### src/rtl/conv_window_sequencer.sv
// conv_window_sequencer: buffers one IMG x IMG frame, then streams
// every KW x KW window tap-by-tap to a downstream MAC.
module conv_window_sequencer #(
  parameter int IMG = 8,
  parameter int KW  = 3,
  parameter int DW  = 8
) (
  input  logic          clk,
  input  logic          reset,
  input  logic          in_st,
  input  logic          din_valid,
  input  logic [DW-1:0] din,
  output logic          load_ready,
  output logic          busy,
  output logic [DW-1:0] pix,
  output logic [3:0]    kidx,
  output logic          mac_en,
  output logic          mac_clr,
  output logic          mac_last,
  output logic [2:0]    win_row,
  output logic [2:0]    win_col,
  output logic          out_st
);

  localparam int NPIX = IMG * IMG;
  localparam int CW   = (NPIX > 1) ? $clog2(NPIX) : 1;
  localparam int NWIN = IMG - KW + 1;

  typedef enum logic [1:0] {
    IDLE = 2'd0,
    LOAD = 2'd1,
    RUN  = 2'd2,
    DONE = 2'd3
  } state_t;

  state_t        state_q, state_d;
  logic [CW-1:0] cnt_q, cnt_d;
  logic [2:0]    wr_q, wr_d;
  logic [2:0]    wc_q, wc_d;
  logic [3:0]    ky_q, ky_d;
  logic [3:0]    kx_q, kx_d;
  logic          run_end_q, run_end_d;

  logic          load_ready_q, load_ready_d;
  logic          busy_q, busy_d;
  logic [DW-1:0] pix_q, pix_d;
  logic [3:0]    kidx_q, kidx_d;
  logic          mac_en_q, mac_en_d;
  logic          mac_clr_q, mac_clr_d;
  logic          mac_last_q, mac_last_d;
  logic [2:0]    win_row_q, win_row_d;
  logic [2:0]    win_col_q, win_col_d;
  logic          out_st_q, out_st_d;

  logic [DW-1:0] mem [NPIX];
  logic          wr_en;
  logic [CW-1:0] rd_addr;
  logic          kx_end, ky_end, wc_end, wr_end;

  // Address of the tap under the current window/kernel counters.
  always_comb begin
    rd_addr = CW'((32'(wr_q) + 32'(ky_q)) * 32'(IMG)
                  + 32'(wc_q) + 32'(kx_q));
    kx_end  = (kx_q == 4'(KW - 1));
    ky_end  = (ky_q == 4'(KW - 1));
    wc_end  = (wc_q == 3'(NWIN - 1));
    wr_end  = (wr_q == 3'(NWIN - 1));
  end

  // Frame buffer; contents survive reset on purpose.
  always_ff @(posedge clk) begin
    if (wr_en) begin
      mem[cnt_q] <= din;
    end
  end

  // Next-state, counter advance and registered-output values.
  always_comb begin
    state_d    = state_q;
    cnt_d      = cnt_q;
    wr_d       = wr_q;
    wc_d       = wc_q;
    ky_d       = ky_q;
    kx_d       = kx_q;
    run_end_d  = run_end_q;
    wr_en      = 1'b0;
    pix_d      = pix_q;
    kidx_d     = kidx_q;
    win_row_d  = win_row_q;
    win_col_d  = win_col_q;
    mac_en_d   = 1'b0;
    mac_clr_d  = 1'b0;
    mac_last_d = 1'b0;
    out_st_d   = 1'b0;

    unique case (state_q)
      IDLE: begin
        if (in_st) begin
          state_d = LOAD;
          cnt_d   = '0;
        end
      end
      LOAD: begin
        if (din_valid) begin
          wr_en = 1'b1;
          cnt_d = cnt_q + 1'b1;
          if (cnt_q == CW'(NPIX - 1)) begin
            state_d   = RUN;
            cnt_d     = '0;
            wr_d      = '0;
            wc_d      = '0;
            ky_d      = '0;
            kx_d      = '0;
            run_end_d = 1'b0;
          end
        end
      end
      RUN: begin
        if (run_end_q) begin
          state_d   = DONE;
          out_st_d  = 1'b1;
          run_end_d = 1'b0;
        end else begin
          mac_en_d   = 1'b1;
          pix_d      = mem[rd_addr];
          kidx_d     = 4'(32'(ky_q) * 32'(KW) + 32'(kx_q));
          win_row_d  = wr_q;
          win_col_d  = wc_q;
          mac_clr_d  = (ky_q == '0) && (kx_q == '0);
          mac_last_d = ky_end && kx_end;
          kx_d = kx_q + 1'b1;
          if (kx_end) begin
            kx_d = '0;
            ky_d = ky_q + 1'b1;
            if (ky_end) begin
              ky_d = '0;
              wc_d = wc_q + 1'b1;
              if (wc_end) begin
                wc_d = '0;
                wr_d = wr_q + 1'b1;
                if (wr_end) begin
                  wr_d      = '0;
                  run_end_d = 1'b1;
                end
              end
            end
          end
        end
      end
      DONE: begin
        state_d = IDLE;
      end
      default: begin
        state_d = IDLE;
      end
    endcase

    load_ready_d = (state_d == LOAD);
    busy_d       = (state_d != IDLE);
  end

  // State, counters and all outputs register here.
  always_ff @(posedge clk or negedge reset) begin
    if (!reset) begin
      state_q      <= IDLE;
      cnt_q        <= '0;
      wr_q         <= '0;
      wc_q         <= '0;
      ky_q         <= '0;
      kx_q         <= '0;
      run_end_q    <= 1'b0;
      load_ready_q <= 1'b0;
      busy_q       <= 1'b0;
      pix_q        <= '0;
      kidx_q       <= '0;
      mac_en_q     <= 1'b0;
      mac_clr_q    <= 1'b0;
      mac_last_q   <= 1'b0;
      win_row_q    <= '0;
      win_col_q    <= '0;
      out_st_q     <= 1'b0;
    end else begin
      state_q      <= state_d;
      cnt_q        <= cnt_d;
      wr_q         <= wr_d;
      wc_q         <= wc_d;
      ky_q         <= ky_d;
      kx_q         <= kx_d;
      run_end_q    <= run_end_d;
      load_ready_q <= load_ready_d;
      busy_q       <= busy_d;
      pix_q        <= pix_d;
      kidx_q       <= kidx_d;
      mac_en_q     <= mac_en_d;
      mac_clr_q    <= mac_clr_d;
      mac_last_q   <= mac_last_d;
      win_row_q    <= win_row_d;
      win_col_q    <= win_col_d;
      out_st_q     <= out_st_d;
    end
  end

  assign load_ready = load_ready_q;
  assign busy       = busy_q;
  assign pix        = pix_q;
  assign kidx       = kidx_q;
  assign mac_en     = mac_en_q;
  assign mac_clr    = mac_clr_q;
  assign mac_last   = mac_last_q;
  assign win_row    = win_row_q;
  assign win_col    = win_col_q;
  assign out_st     = out_st_q;

endmodule

### config.mk
export PLATFORM = sky130hd
export DESIGN_NAME = conv_window_sequencer
export DESIGN_NICKNAME = d
export VERILOG_FILES = /design/src/rtl/conv_window_sequencer.sv
export SDC_FILE = /design/constraint.sdc
export NUM_CORES = 1
export LEC_CHECK = 0
export CAP_MARGIN = 25
export CORE_MARGIN = 3
export CORE_UTILIZATION = 49
export DETAILED_ROUTE_END_ITERATION = 10
export GPL_TIMING_DRIVEN = 0
export SLEW_MARGIN = 20
export SYNTH_ARGS = -nofsm -noshare
export SYNTH_HDL_FRONTEND = slang
export SYNTH_SLANG_ARGS = --single-unit
### constraint.sdc
create_clock -name clk -period 4.3 [get_ports clk]
set_input_delay 0.86 -clock clk [delete_from_list [all_inputs] [get_ports clk]]
set_output_delay 0.86 -clock clk [all_outputs]
set_load 0.02 [all_outputs]
# Word-level counts from Yosys, hierarchy flattened
# Memories as Yosys holds them, arrays and structs flattened. A register that Yosys moved wholly into a read port is not among the register bits.
# Index checks and enable logic that the tools add are counted.
# classes
n_addsub	9
n_mul	1
n_eq_ne	16
n_mux	51
n_bitwise	1
reduce_logical	16
# op_table
op	n
2-to-1 mux 3 bit	11
2-to-1 mux 4 bit	7
2-to-1 mux 1 bit	19
2-to-1 mux 6 bit	3
one-hot mux 4 bit (2 select lines)	2
inequality test 2 bit (second input constant)	7
one-hot mux 3 bit (2 select lines)	2
one-hot mux 6 bit (2 select lines)	1
adder 4 x 1 -> 4 bit (second input constant)	2
== test 4 x 2 -> 1 bit (second input constant)	2
zero test 4 bit	2
2-to-1 mux 2 bit	4
one-hot mux 2 bit (4 select lines)	1
AND reduction 7 bit	1
adder 3 x 1 -> 3 bit (second input constant)	2
adder 6 x 1 -> 6 bit (second input constant)	1
adder 6 x 3 -> 6 bit	1
adder 6 x 4 -> 6 bit	1
== test 3 bit (second input constant)	2
== test 6 bit (second input constant)	1
AND reduction 3 bit	2
AND reduction 6 bit	1
nonzero test 2 bit	3
AND reduction 5 bit	1
12 further kinds	15
# totals
reg_bits	39
ram_bits	512
in_bits	12
mem_count	1
# memory_table
memory	depth	width	rd	rd_clocked_by_memory_dff	wr	line_no	rtl
mem	64	8	1	1	1	55	logic [DW-1:0] mem [NPIX];

# Depth between registers and ports, before layout
# Gate-level depths: netlist of the first run.
# depth
ltp_word	7
depth_mapped	12
depth_no_buf	9

# Worst setup path before layout of the first run
# OpenSTA, ideal clock, no wires.
# synth_timing
kind	reg-to-reg
startpoint	register kx_q[0]
endpoint	register pix_q[4], in the netlist pix[4], read port of mem
arrival_time_ns	2.865
path_slack_ns	1.300
path_stages_with_launch	10
synth_period_minus_slack_ns	3.000
cell_sequence	dfrtp_1 > ha_1 > inv_1 > fa_1 > xnor2_1 > buf_2 > mux4_2 > mux4_2 > a22oi_1 > o211ai_1
# synth_via
elab_chain_cells	1
# synth_rtl
element	line_no	rtl
from (decl)	41	logic [3:0] kx_q, kx_d;
from (signal assigned)	188	kx_q <= kx_d;
adder 6 x 4 -> 6 bit	63	+ 32'(wc_q) + 32'(kx_q));
to (decl)	46	logic [DW-1:0] pix_q, pix_d;
# No other way between the ends.
# A chain may end at the register's enable or synchronous reset.

# Worst setup path after layout of the first run
# layout_timing
startpoint	register kx_q[0]
endpoint	register pix_q[2], in the netlist pix[2], read port of mem
# Same word-level chain as after synthesis.

==> results of run 1 <==
[synthesized netlist by cell type (all sizes together) (4+ instances only)]
master / number
nand4: 4
mux2i: 28
nand2: 91
nor3: 10
mux4: 129
buf: 29
nor2: 79
nand3: 52
xnor2: 11
dfrtp: 47
a311oi: 5
nand3b: 4
a32oi: 5
and3: 19
and2: 4
fa: 5
clkbuf: 33
a211oi: 11
a211o: 8
inv: 14
nand4b: 5
o21ai: 31
a21oi: 11
ha: 17
edfxtp: 512
[stage by stage]
step	hold WS (ns)	utilization (%)
after floorplan	0.4860	-
after global placement	0.4644	52.60
after CTS	0.2963	56.89
after detailed placement	0.4676	52.82
after global routing	0.3447	56.91
final	0.2977	56.91
[logic make-up (layout without fill, tap and decap cells)]
group / after synthesis / after routing / synth area share, %
flip-flops: 559 / 559 / 73.65
AND/OR/NAND/NOR: 289 / 289 / 6.019
AO/OA/AOI/OAI: 93 / 93 / 2.762
multiplexers: 157 / 157 / 14.18
buffers and inverters: 76 / 221 / 1.459
XOR/XNOR: 14 / 14 / 0.5456
adder cells (fa/ha/maj): 22 / 22 / 1.392
[final timing paths]
check                                    startpoint             endpoint  slack (ns)  cells past startpoint
worst min-delay path                          reset  kidx[2]$_DFFE_PN0P_        0.30                      1
max in group asynchronous                     reset   pix[0]$_DFFE_PN0P_        3.55                      1
worst max-delay path            kx_q[0]$_DFFE_PN0P_   pix[2]$_DFFE_PN0P_        0.12                     11
min in group clk                kidx[2]$_DFFE_PN0P_  kidx[2]$_DFFE_PN0P_        0.48                      2
worst max register to register  kx_q[0]$_DFFE_PN0P_   pix[2]$_DFFE_PN0P_        0.12                     11
worst min register to register  kidx[2]$_DFFE_PN0P_  kidx[2]$_DFFE_PN0P_        0.48                      2
[power groups by stage]
stage | combinational [mW] | clock (mW) | sequential [mW]
global placement | 3.04 | 0 | 6.39
global route | 3.23 | 5.15 | 6.29
CTS | 3.07 | 4.92 | 6.27
finish | 3.05 | 4.85 | 6.27
floorplan | 1.91 | 0 | 6.38
detailed placement | 3.06 | 0 | 6.38
[worst register-to-register path, cell delays in order, from the launching register on]
cell                       delay, ns
sky130_fd_sc_hd__dfrtp_1        0.48
sky130_fd_sc_hd__ha_1           0.26
sky130_fd_sc_hd__inv_1          0.07
sky130_fd_sc_hd__fa_1           0.48
sky130_fd_sc_hd__clkbuf_1       0.43
sky130_fd_sc_hd__clkbuf_2       0.50
sky130_fd_sc_hd__buf_1          0.63
sky130_fd_sc_hd__mux4_2         0.44
sky130_fd_sc_hd__mux2i_1        0.31
sky130_fd_sc_hd__nand2_1        0.10
sky130_fd_sc_hd__a32oi_1        0.26
sky130_fd_sc_hd__nand3_1        0.10
[state kept, by name (all words and copies together) (netlist names)]
name	count
ky_q	4
cnt_q	6
busy	1
mac_en	1
mem	512
wc_q	3
run_end_q	1
state_q	2
load_ready	1
out_st	1
wr_q	3
win_col	3
win_row	3
mac_clr	1
pix	8
mac_last	1
kx_q	4
kidx	4
[cell type report]
cell class / count / area share, %
buffer: 62 / 1.099
sequential: 559 / 64.91
inverter: 14 / 0.2061
multi-input combinational: 575 / 21.94
tap: 592 / 2.905
clock buffer: 83 / 6.291
timing repair buffer: 42 / 1.786
clock inverter: 20 / 0.8588
[layer usage]
metal / wire, um / part of all wire, % / GRT usage, % / vias to the layer above
li1: - / - / - / 5056
met1: 22430 / 42 / 32.81 / 6108
met2: 25040 / 47 / 35.30 / 430
met3: 4298 / 8.0 / 5.301 / 106
met4: 1710 / 3.2 / 7.770 / 4
met5: 22 / 0.041 / 0 / -
[repair_timing]
| item | CTS | global route |
|---|---|---|
| pin swaps | 0 | 0 |
| cloned | 0 | 0 |
| gates resized for setup | 2 | 6 |
| setup endpoints to repair | 5 | 1 |
| endpoints found under the hold margin | 0 | 0 |
==> flow_summary.ini, run 1 <==
[synthesis]
postSynthRegisterBits = 559
synthesis.instances = 1210
synth_cell_types = 56
postSynth.asyncResetShare_pct = 8.408
ys_top_cells_by_area = sky130_fd_sc_hd__edfxtp_1 (68%), sky130_fd_sc_hd__mux4_2 (13%), sky130_fd_sc_hd__dfrtp_1 (5.2%), sky130_fd_sc_hd__nand2_1 (1.5%), sky130_fd_sc_hd__nor2_1 (1.3%)
number_of_synthesized_flops_with_an_enable_pin = 512
yosys.area.top_type = sky130_fd_sc_hd__edfxtp_1
synth.avg_cell_area_um2 = 18.57
yosysWarnings = 0
yosys.area.top_type_share_pct = 68.41
synth_area_um2 = 22470
synthFlopType = sky130_fd_sc_hd__edfxtp_1
share_of_synthesized_area_occupied_by_flip_flops_and_latches_pct = 73.65
synthesis.nets = 1244

[global_routing]
grt_antenna_before_repair = 2
global_route.overflow_total = 0
grt_first_pass_wirelength_um = 79440
first_global_vias = 11880
grt_usage_pct = 22.91
grt_start_max_net_pins = 65

[finish]
fin_area_um2 = 25500
layout-drive-gt1-share_pct = 18.97
n_antenna_cell = 0
syn2layout_area_growth_pct = 13.46
final_net_count = 1344
finish.cell_count_without_fillers = 1947
final_common_cell = sky130_fd_sc_hd__edfxtp_1
seqCellArea_um2 = 16550
final_cell_mix = sky130_fd_sc_hd__edfxtp_1 (512), sky130_fd_sc_hd__mux4_2 (129), sky130_fd_sc_hd__nand2_1 (91), sky130_fd_sc_hd__nor2_1 (79), sky130_fd_sc_hd__clkbuf_16 (57)
multiInputGateArea_um2 = 5594
fillerInstances = 3403

[timing]
finalWorstPathRequiredPeriod_ns = 4.179
max_freq_mhz = 239.3
final_critical_path_setup_slack_ns = 0.1212
worst_max_slew_margin_expressed_relative_to_the_limit_pct = 29.60
tightest_slew_ns = 1.052
drv_slew = 0
fin_tns_setup_ns = 0
layout_worst_path_cycle_share_pct = 97.18
fin_skew_ns = 0.02230
rsz0062_at_grt = false
report.final.hold_viol_count = 0
setup_viol_count_final = 0

[route]
drt-wirelength-per-cell_um = 27.48
drt_pass1_iterations = 5
routed-via-count = 11700
drt_iter0_markers = 1280
routed_wirelength_um = 53500
antenna_violating_nets_post_route = 0
drc = 0
viasPerCell = 6.011

[clocking]
clockBufferDepth = 3
tritoncts.num_buffers = 56
root_buffer = sky130_fd_sc_hd__clkbuf_16
cts-hold-fix-buffers = 0
cts_max_level = 2
postCtsSetupRepairBufs = 0
insertion_delay_ns = 0.60
tritoncts = built
tritoncts_num_sinks = 559
clkTransAtPathRegs_ns = 0.06

[die]
pin_count = 36
start_util_pct = 50.16
core_area_um2 = 44800
die_area_um2 = 48470
die_height_um = 220.2
placementRows = 77
dieWidth_um = 220.2

[power_and_ir_drop]
power_per_cell_area_nw_per_um2 = 555.7
internal-power_mw = 10.26
switching_fraction_pct = 27.58
power.leakage_nw = 8.300
power.clock.fraction_pct = 34.2
share_of_total_power_in_sequential_cells_pct = 44.3
ir_drop_uv = 484.3
comb_power_share_pct = 21.5
power.switching_mw = 3.908
totalPowerFinal_mw = 14.17

[critical_path]
slowest_stage = sky130_fd_sc_hd__buf_1
critical_path.max_stage_delay_ns = 0.62
setup.worst_path.start_class = register
cp_num_buf_inv = 4
crit_family = buffers and inverters
worst-endpoint-arrival_ns = 4.65
timing.critical_path.cells = ha_1, inv_1, fa_1, clkbuf_1, clkbuf_2, buf_1, mux4_2, mux2i_1, nand2_1, a32oi_1, nand3_1
worstSetupPathType = register to register
end_kind = register
crit_fanout = 10
worst-endpoint-required_ns = 4.78

[placement]
numPortBuffers = 35
hpwlAfterDp_um = 36010
placed_cells = 1843
placement.setup.worst_slack_ns = -0.1392
place.gp.congestion = 0.8484
placement.cell_area_um2 = 23660

[run]
drv_cap = 0

[run_status]
run_status = complete, no violations

[min_path]
worstHoldPathType = primary input to async pin
No activity file was read; power rests on OpenSTA's default activity.
==> inputs of run 2 (changes only) <==
--- a/config.mk
+++ b/config.mk
@@ -8,8 +8,8 @@
 export CAP_MARGIN = 25
 export CORE_MARGIN = 3
 export CORE_UTILIZATION = 49
+export CTS_CLUSTER_DIAMETER = 150
 export DETAILED_ROUTE_END_ITERATION = 10
-export GPL_TIMING_DRIVEN = 0
 export SLEW_MARGIN = 20
 export SYNTH_ARGS = -nofsm -noshare
 export SYNTH_HDL_FRONTEND = slang
==> run 2 against run 1 <==
Against the previous run: critical path depth shrank 3; sequential share of layout area shrank 0.46 points; flip-flop and latch count is the same; largest power group unchanged.
==> flow_summary.ini, run 2 (synthesis results as in run 1) <==
[power_and_ir_drop]
power.clock.fraction_pct = 33.1
internal-power_mw = 10.05
ir_drop_uv = 283.4
power_per_cell_area_nw_per_um2 = 538.1
share_of_total_power_in_sequential_cells_pct = 45.9
totalPowerFinal_mw = 13.82
switching_fraction_pct = 27.29
power.switching_mw = 3.772
comb_power_share_pct = 21.0
power.leakage_nw = 8.445

[route]
drt-wirelength-per-cell_um = 26.82
routed-via-count = 11730
antenna_violating_nets_post_route = 0
routed_wirelength_um = 52490
drc = 0
drt_pass1_iterations = 5
viasPerCell = 5.993
drt_iter0_markers = 1338

[finish]
finish.cell_count_without_fillers = 1957
multiInputGateArea_um2 = 5625
n_antenna_cell = 0
final_common_cell = sky130_fd_sc_hd__edfxtp_1
final_cell_mix = sky130_fd_sc_hd__edfxtp_1 (512), sky130_fd_sc_hd__mux4_2 (129), sky130_fd_sc_hd__nand2_1 (91), sky130_fd_sc_hd__nor2_1 (79), sky130_fd_sc_hd__buf_4 (71)
layout-drive-gt1-share_pct = 22.20
max_flop_register = mem
finish.utilization_pct = 57.32
seqCellArea_um2 = 16550
final_net_count = 1354
fillerInstances = 3385
fin_area_um2 = 25680
largest_register_ffs = 512
syn2layout_area_growth_pct = 14.27

[placement]
placement.setup.worst_slack_ns = 0.4631
place.gp.congestion = 0.8547
numPortBuffers = 35
placed_cells = 1853
hpwlAfterDp_um = 34080
placement.cell_area_um2 = 23960

[clocking]
cts_max_level = 2
clockBufferDepth = 3
tritoncts.num_buffers = 56
cts-resized-gates = 0
tritoncts = built
insertion_delay_ns = 0.61
postCtsSetupRepairBufs = 0
clkTransAtPathRegs_ns = 0.06
root_buffer = sky130_fd_sc_hd__clkbuf_16
tritoncts_num_sinks = 559
cts-hold-fix-buffers = 0

[critical_path]
worstSetupPathType = register to register
crit_family = simple AND/OR/NAND/NOR gates
cp_num_buf_inv = 0
worst-endpoint-arrival_ns = 4.08
crit_fanout = 8
slowest_stage = sky130_fd_sc_hd__a21oi_1
critical_path.max_stage_delay_ns = 0.78
timing.critical_path.cells = ha_1, ha_1, a21o_1, or3_1, a21oi_1, nand3_1, nand4b_1, nand3_1
end_kind = register
worst-endpoint-required_ns = 4.77
setup.worst_path.start_class = register

[run]
drv_cap = 0

[global_routing]
grt_start_max_net_pins = 67
grt_usage_pct = 22.37
first_global_vias = 11730
global_route.overflow_total = 0
grt_antenna_before_repair = 0
grt_first_pass_wirelength_um = 78350

[timing]
finalWorstPathRequiredPeriod_ns = 3.611
rsz0062_at_grt = false
setup_viol_count_final = 0
fin_worst_hold_slack_ns = 0.1897
drv_slew = 0
fin_skew_ns = 0.02837
fin_tns_setup_ns = 0
max_freq_mhz = 277.0
worst_max_slew_margin_expressed_relative_to_the_limit_pct = 37.13
final_critical_path_setup_slack_ns = 0.6894
layout_worst_path_cycle_share_pct = 83.97
tightest_slew_ns = 0.9431
report.final.hold_viol_count = 0

[die]
placementRows = 77
core_area_um2 = 44800
die_height_um = 220.2
dieWidth_um = 220.2
die_area_um2 = 48470
start_util_pct = 50.16
pin_count = 36

[run_status]
run_status = complete, no violations

[min_path]
worstHoldPathType = primary input to async pin
==> run 2: layout make-up <==
type                            instances  area share [%]
Inverter                               14          0.2046
Clock inverter                         37          0.9793
Tap cell                              592           2.884
Sequential cell                       559           64.45
Timing Repair Buffer                  114           3.888
Clock buffer                           66           5.686
Multi-Input combinational cell        575           21.91
==> run 2: worst reg2reg max path, stage by stage, from the launching register on <==
cell and delay [ns]:
sky130_fd_sc_hd__dfrtp_1 0.55, sky130_fd_sc_hd__ha_1 0.33, sky130_fd_sc_hd__ha_1 0.36, sky130_fd_sc_hd__a21o_1 0.21, sky130_fd_sc_hd__or3_1 0.42, sky130_fd_sc_hd__a21oi_1 0.78
sky130_fd_sc_hd__nand3_1 0.43, sky130_fd_sc_hd__nand4b_1 0.30, sky130_fd_sc_hd__nand3_1 0.09
==> run 2: worst paths after layout <==
kind / slack, ns / start / end / cells after the start
max: 0.69 / ky_q[0]$_DFFE_PN0P_ / pix[7]$_DFFE_PN0P_ / 8
min: 0.19 / reset / kidx[3]$_DFFE_PN0P_ / 1
max reg2reg: 0.69 / ky_q[0]$_DFFE_PN0P_ / pix[7]$_DFFE_PN0P_ / 8
min reg2reg: 0.48 / win_col[0]$_DFFE_PN0P_ / win_col[0]$_DFFE_PN0P_ / 2
max in group asynchronous: 3.56 / reset / pix[6]$_DFFE_PN0P_ / 2
min in group clk: 0.48 / win_col[0]$_DFFE_PN0P_ / win_col[0]$_DFFE_PN0P_ / 2
==> run 2: power by group through the flow <==
stage	combinational [mW]	clock (mW)	sequential [mW]
2_1_floorplan	1.91	0	6.38
3_5_place_dp	2.93	0	6.45
6_report	2.90	4.58	6.34
5_1_grt	3.10	4.90	6.35
3_3_place_gp	2.92	0	6.44
4_1_cts	2.94	4.68	6.34
==> run 2: layer usage <==
layer | global-route usage, % | part of all wire [%]
met1 | 33.76 | 44
met2 | 33.57 | 46
met3 | 3.804 | 6.9
met4 | 7.748 | 3.2
met5 | 0 | 0
==> inputs of run 3 (changes only) <==
--- a/config.mk
+++ b/config.mk
@@ -10,6 +10,7 @@
 export CORE_UTILIZATION = 49
 export CTS_CLUSTER_DIAMETER = 150
 export DETAILED_ROUTE_END_ITERATION = 10
+export PLACE_DENSITY = 0.67
 export SLEW_MARGIN = 20
 export SYNTH_ARGS = -nofsm -noshare
 export SYNTH_HDL_FRONTEND = slang
==> constraint.sdc (replaced) <==
create_clock -name clk -period 3.1 [get_ports clk]
set_input_delay 0.62 -clock clk [delete_from_list [all_inputs] [get_ports clk]]
set_output_delay 0.62 -clock clk [all_outputs]
set_load 0.02 [all_outputs]
==> run 3 against run 2 <==
Against the previous run: setup slack worse by 0.65 ns; cell count up 3.7%; flip-flop and latch count unchanged; fmax up 18%; highest routed layer unchanged; core utilization up 1.6 points; combinational power up 49%.
==> flow_summary.ini, run 3 (synthesis results as in run 1) <==
[finish]
max_flop_register = mem
syn2layout_area_growth_pct = 17.50
final_cell_mix = sky130_fd_sc_hd__edfxtp_1 (512), sky130_fd_sc_hd__buf_4 (133), sky130_fd_sc_hd__mux4_2 (129), sky130_fd_sc_hd__nand2_1 (91), sky130_fd_sc_hd__nor2_1 (79)
layout-drive-gt1-share_pct = 26.51
fin_area_um2 = 26410
n_antenna_cell = 0
largest_register_ffs = 512
final_net_count = 1427
final_common_cell = sky130_fd_sc_hd__edfxtp_1

[timing]
rsz0062_at_grt = true
finalWorstPathRequiredPeriod_ns = 3.059
worst_max_slew_margin_expressed_relative_to_the_limit_pct = 46.08
layout_worst_path_cycle_share_pct = 98.67
max_freq_mhz = 326.9
setup_viol_count_final = 0
drv_slew = 0
fin_skew_ns = 0.02454
report.final.hold_viol_count = 0
fin_worst_hold_slack_ns = 0.3392
tightest_slew_ns = 0.8088
fin_tns_setup_ns = 0

[route]
drt-wirelength-per-cell_um = 26.33
drt_pass1_iterations = 5
drc = 0
antenna_violating_nets_post_route = 0
routed_wirelength_um = 53430
viasPerCell = 5.982
drt_iter0_markers = 1314
routed-via-count = 12140

[critical_path]
end_kind = register
setup.worst_path.start_class = register
worst-endpoint-required_ns = 3.59
worstSetupPathType = register to register
crit_fanout = 13
worst-endpoint-arrival_ns = 3.55

[global_routing]
global_route.overflow_total = 0
grt_start_max_net_pins = 65
grt_first_pass_wirelength_um = 78870
first_global_vias = 12090
grt_usage_pct = 22.38
grt_antenna_before_repair = 0

[placement]
placement.cell_area_um2 = 24530
numPortBuffers = 35
hpwlAfterDp_um = 34370
place.gp.congestion = 0.8783

[die]
pin_count = 36
die_height_um = 220.2
placementRows = 77
core_area_um2 = 44800
dieWidth_um = 220.2
start_util_pct = 50.16
die_area_um2 = 48470

[run_status]
run_status = complete, no violations

[clocking]
tritoncts = built
tritoncts.num_buffers = 55
root_buffer = sky130_fd_sc_hd__clkbuf_16
clkTransAtPathRegs_ns = 0.06
clockBufferDepth = 3
cts_max_level = 2
tritoncts_num_sinks = 559
insertion_delay_ns = 0.61

[run]
drv_cap = 0

[power_and_ir_drop]
ir_drop_uv = 418.6
power_per_cell_area_nw_per_um2 = 733.6
power.leakage_nw = 8.890

[min_path]
worstHoldPathType = primary input to register
[run 3: final cells by class]
| cell class | instances | area, um^2 |
|---|---|---|
| multi-input cells | 575 | 5662 |
| well taps | 592 | 740.7 |
| inverters | 14 | 52.55 |
| repair buffers | 188 | 1715 |
| clock buffers | 73 | 1454 |
| fillers | 3290 | 18390 |
| flip-flops and latches | 559 | 16550 |
| clock inverters | 28 | 230.2 |
[run 3: metal layers]
metal | share of wire, % | vias up | track usage (%)
met5 | 0 | - | 0
met4 | 2.3 | 0 | 5.988
met3 | 9.1 | 72 | 6.111
met2 | 48 | 505 | 35.04
met1 | 41 | 6346 | 31.58
li1 | - | 5214 | -
[run 3: per-stage QoR]
step                      utilization (%)  worst slack [ns]  cells  power, mW
after floorplan                         -           0.09984   1210      11.50
after global placement              54.70           0.02211   1919      13.08
after detailed placement            54.75          -0.06348   1920      13.12
after CTS                           58.75           0.01249   2025      19.42
after global routing                58.94          -0.04530   2029      20.09
final                               58.94           0.04117   2029      19.37
[run 3: timing repair]
action                                 in CTS  in global routing
setup endpoints to repair                   6                  8
pin swaps                                   1                  2
hold buffers                                1                  0
cloned                                      2                  2
resized for setup                           3                  6
endpoints found under the hold margin      14                  0
buffers inserted                            1                  3
[run 3: power by group]
part | internal (mW) | switching (mW)
clock | 3.55 | 2.74
combinational | 2.01 | 2.32
sequential | 8.54 | 0.216
total | 14.1 | 5.27
[run 3: path summary, 6_finish.rpt]
kind                                startpoint                    to  slack [ns]  cells past startpoint
max in group asynchronous                reset      mac_en$_DFF_PN0_        2.04                      3
min in group asynchronous                reset    pix[5]$_DFFE_PN0P_        0.52                      2
hold / removal                          din[4]  mem[18][4]$_DFFE_PP_        0.34                      1
hold reg to reg            kidx[2]$_DFFE_PN0P_   kidx[2]$_DFFE_PN0P_        0.47                      2
setup reg to reg           wc_q[0]$_DFFE_PN0P_    pix[1]$_DFFE_PN0P_        0.04                     10
setup / recovery           wc_q[0]$_DFFE_PN0P_    pix[1]$_DFFE_PN0P_        0.04                     10
[run 3: critical path, cell delays in order (launching register included)]
cell and delay [ns]:
sky130_fd_sc_hd__dfrtp_1 0.40, sky130_fd_sc_hd__ha_4 0.17, sky130_fd_sc_hd__inv_2 0.04, sky130_fd_sc_hd__fa_4 0.48
sky130_fd_sc_hd__xnor2_4 0.20, sky130_fd_sc_hd__buf_12 0.15, sky130_fd_sc_hd__buf_12 0.17, sky130_fd_sc_hd__mux4_2 0.55
sky130_fd_sc_hd__mux4_2 0.52, sky130_fd_sc_hd__a22oi_1 0.17, sky130_fd_sc_hd__o211ai_1 0.11
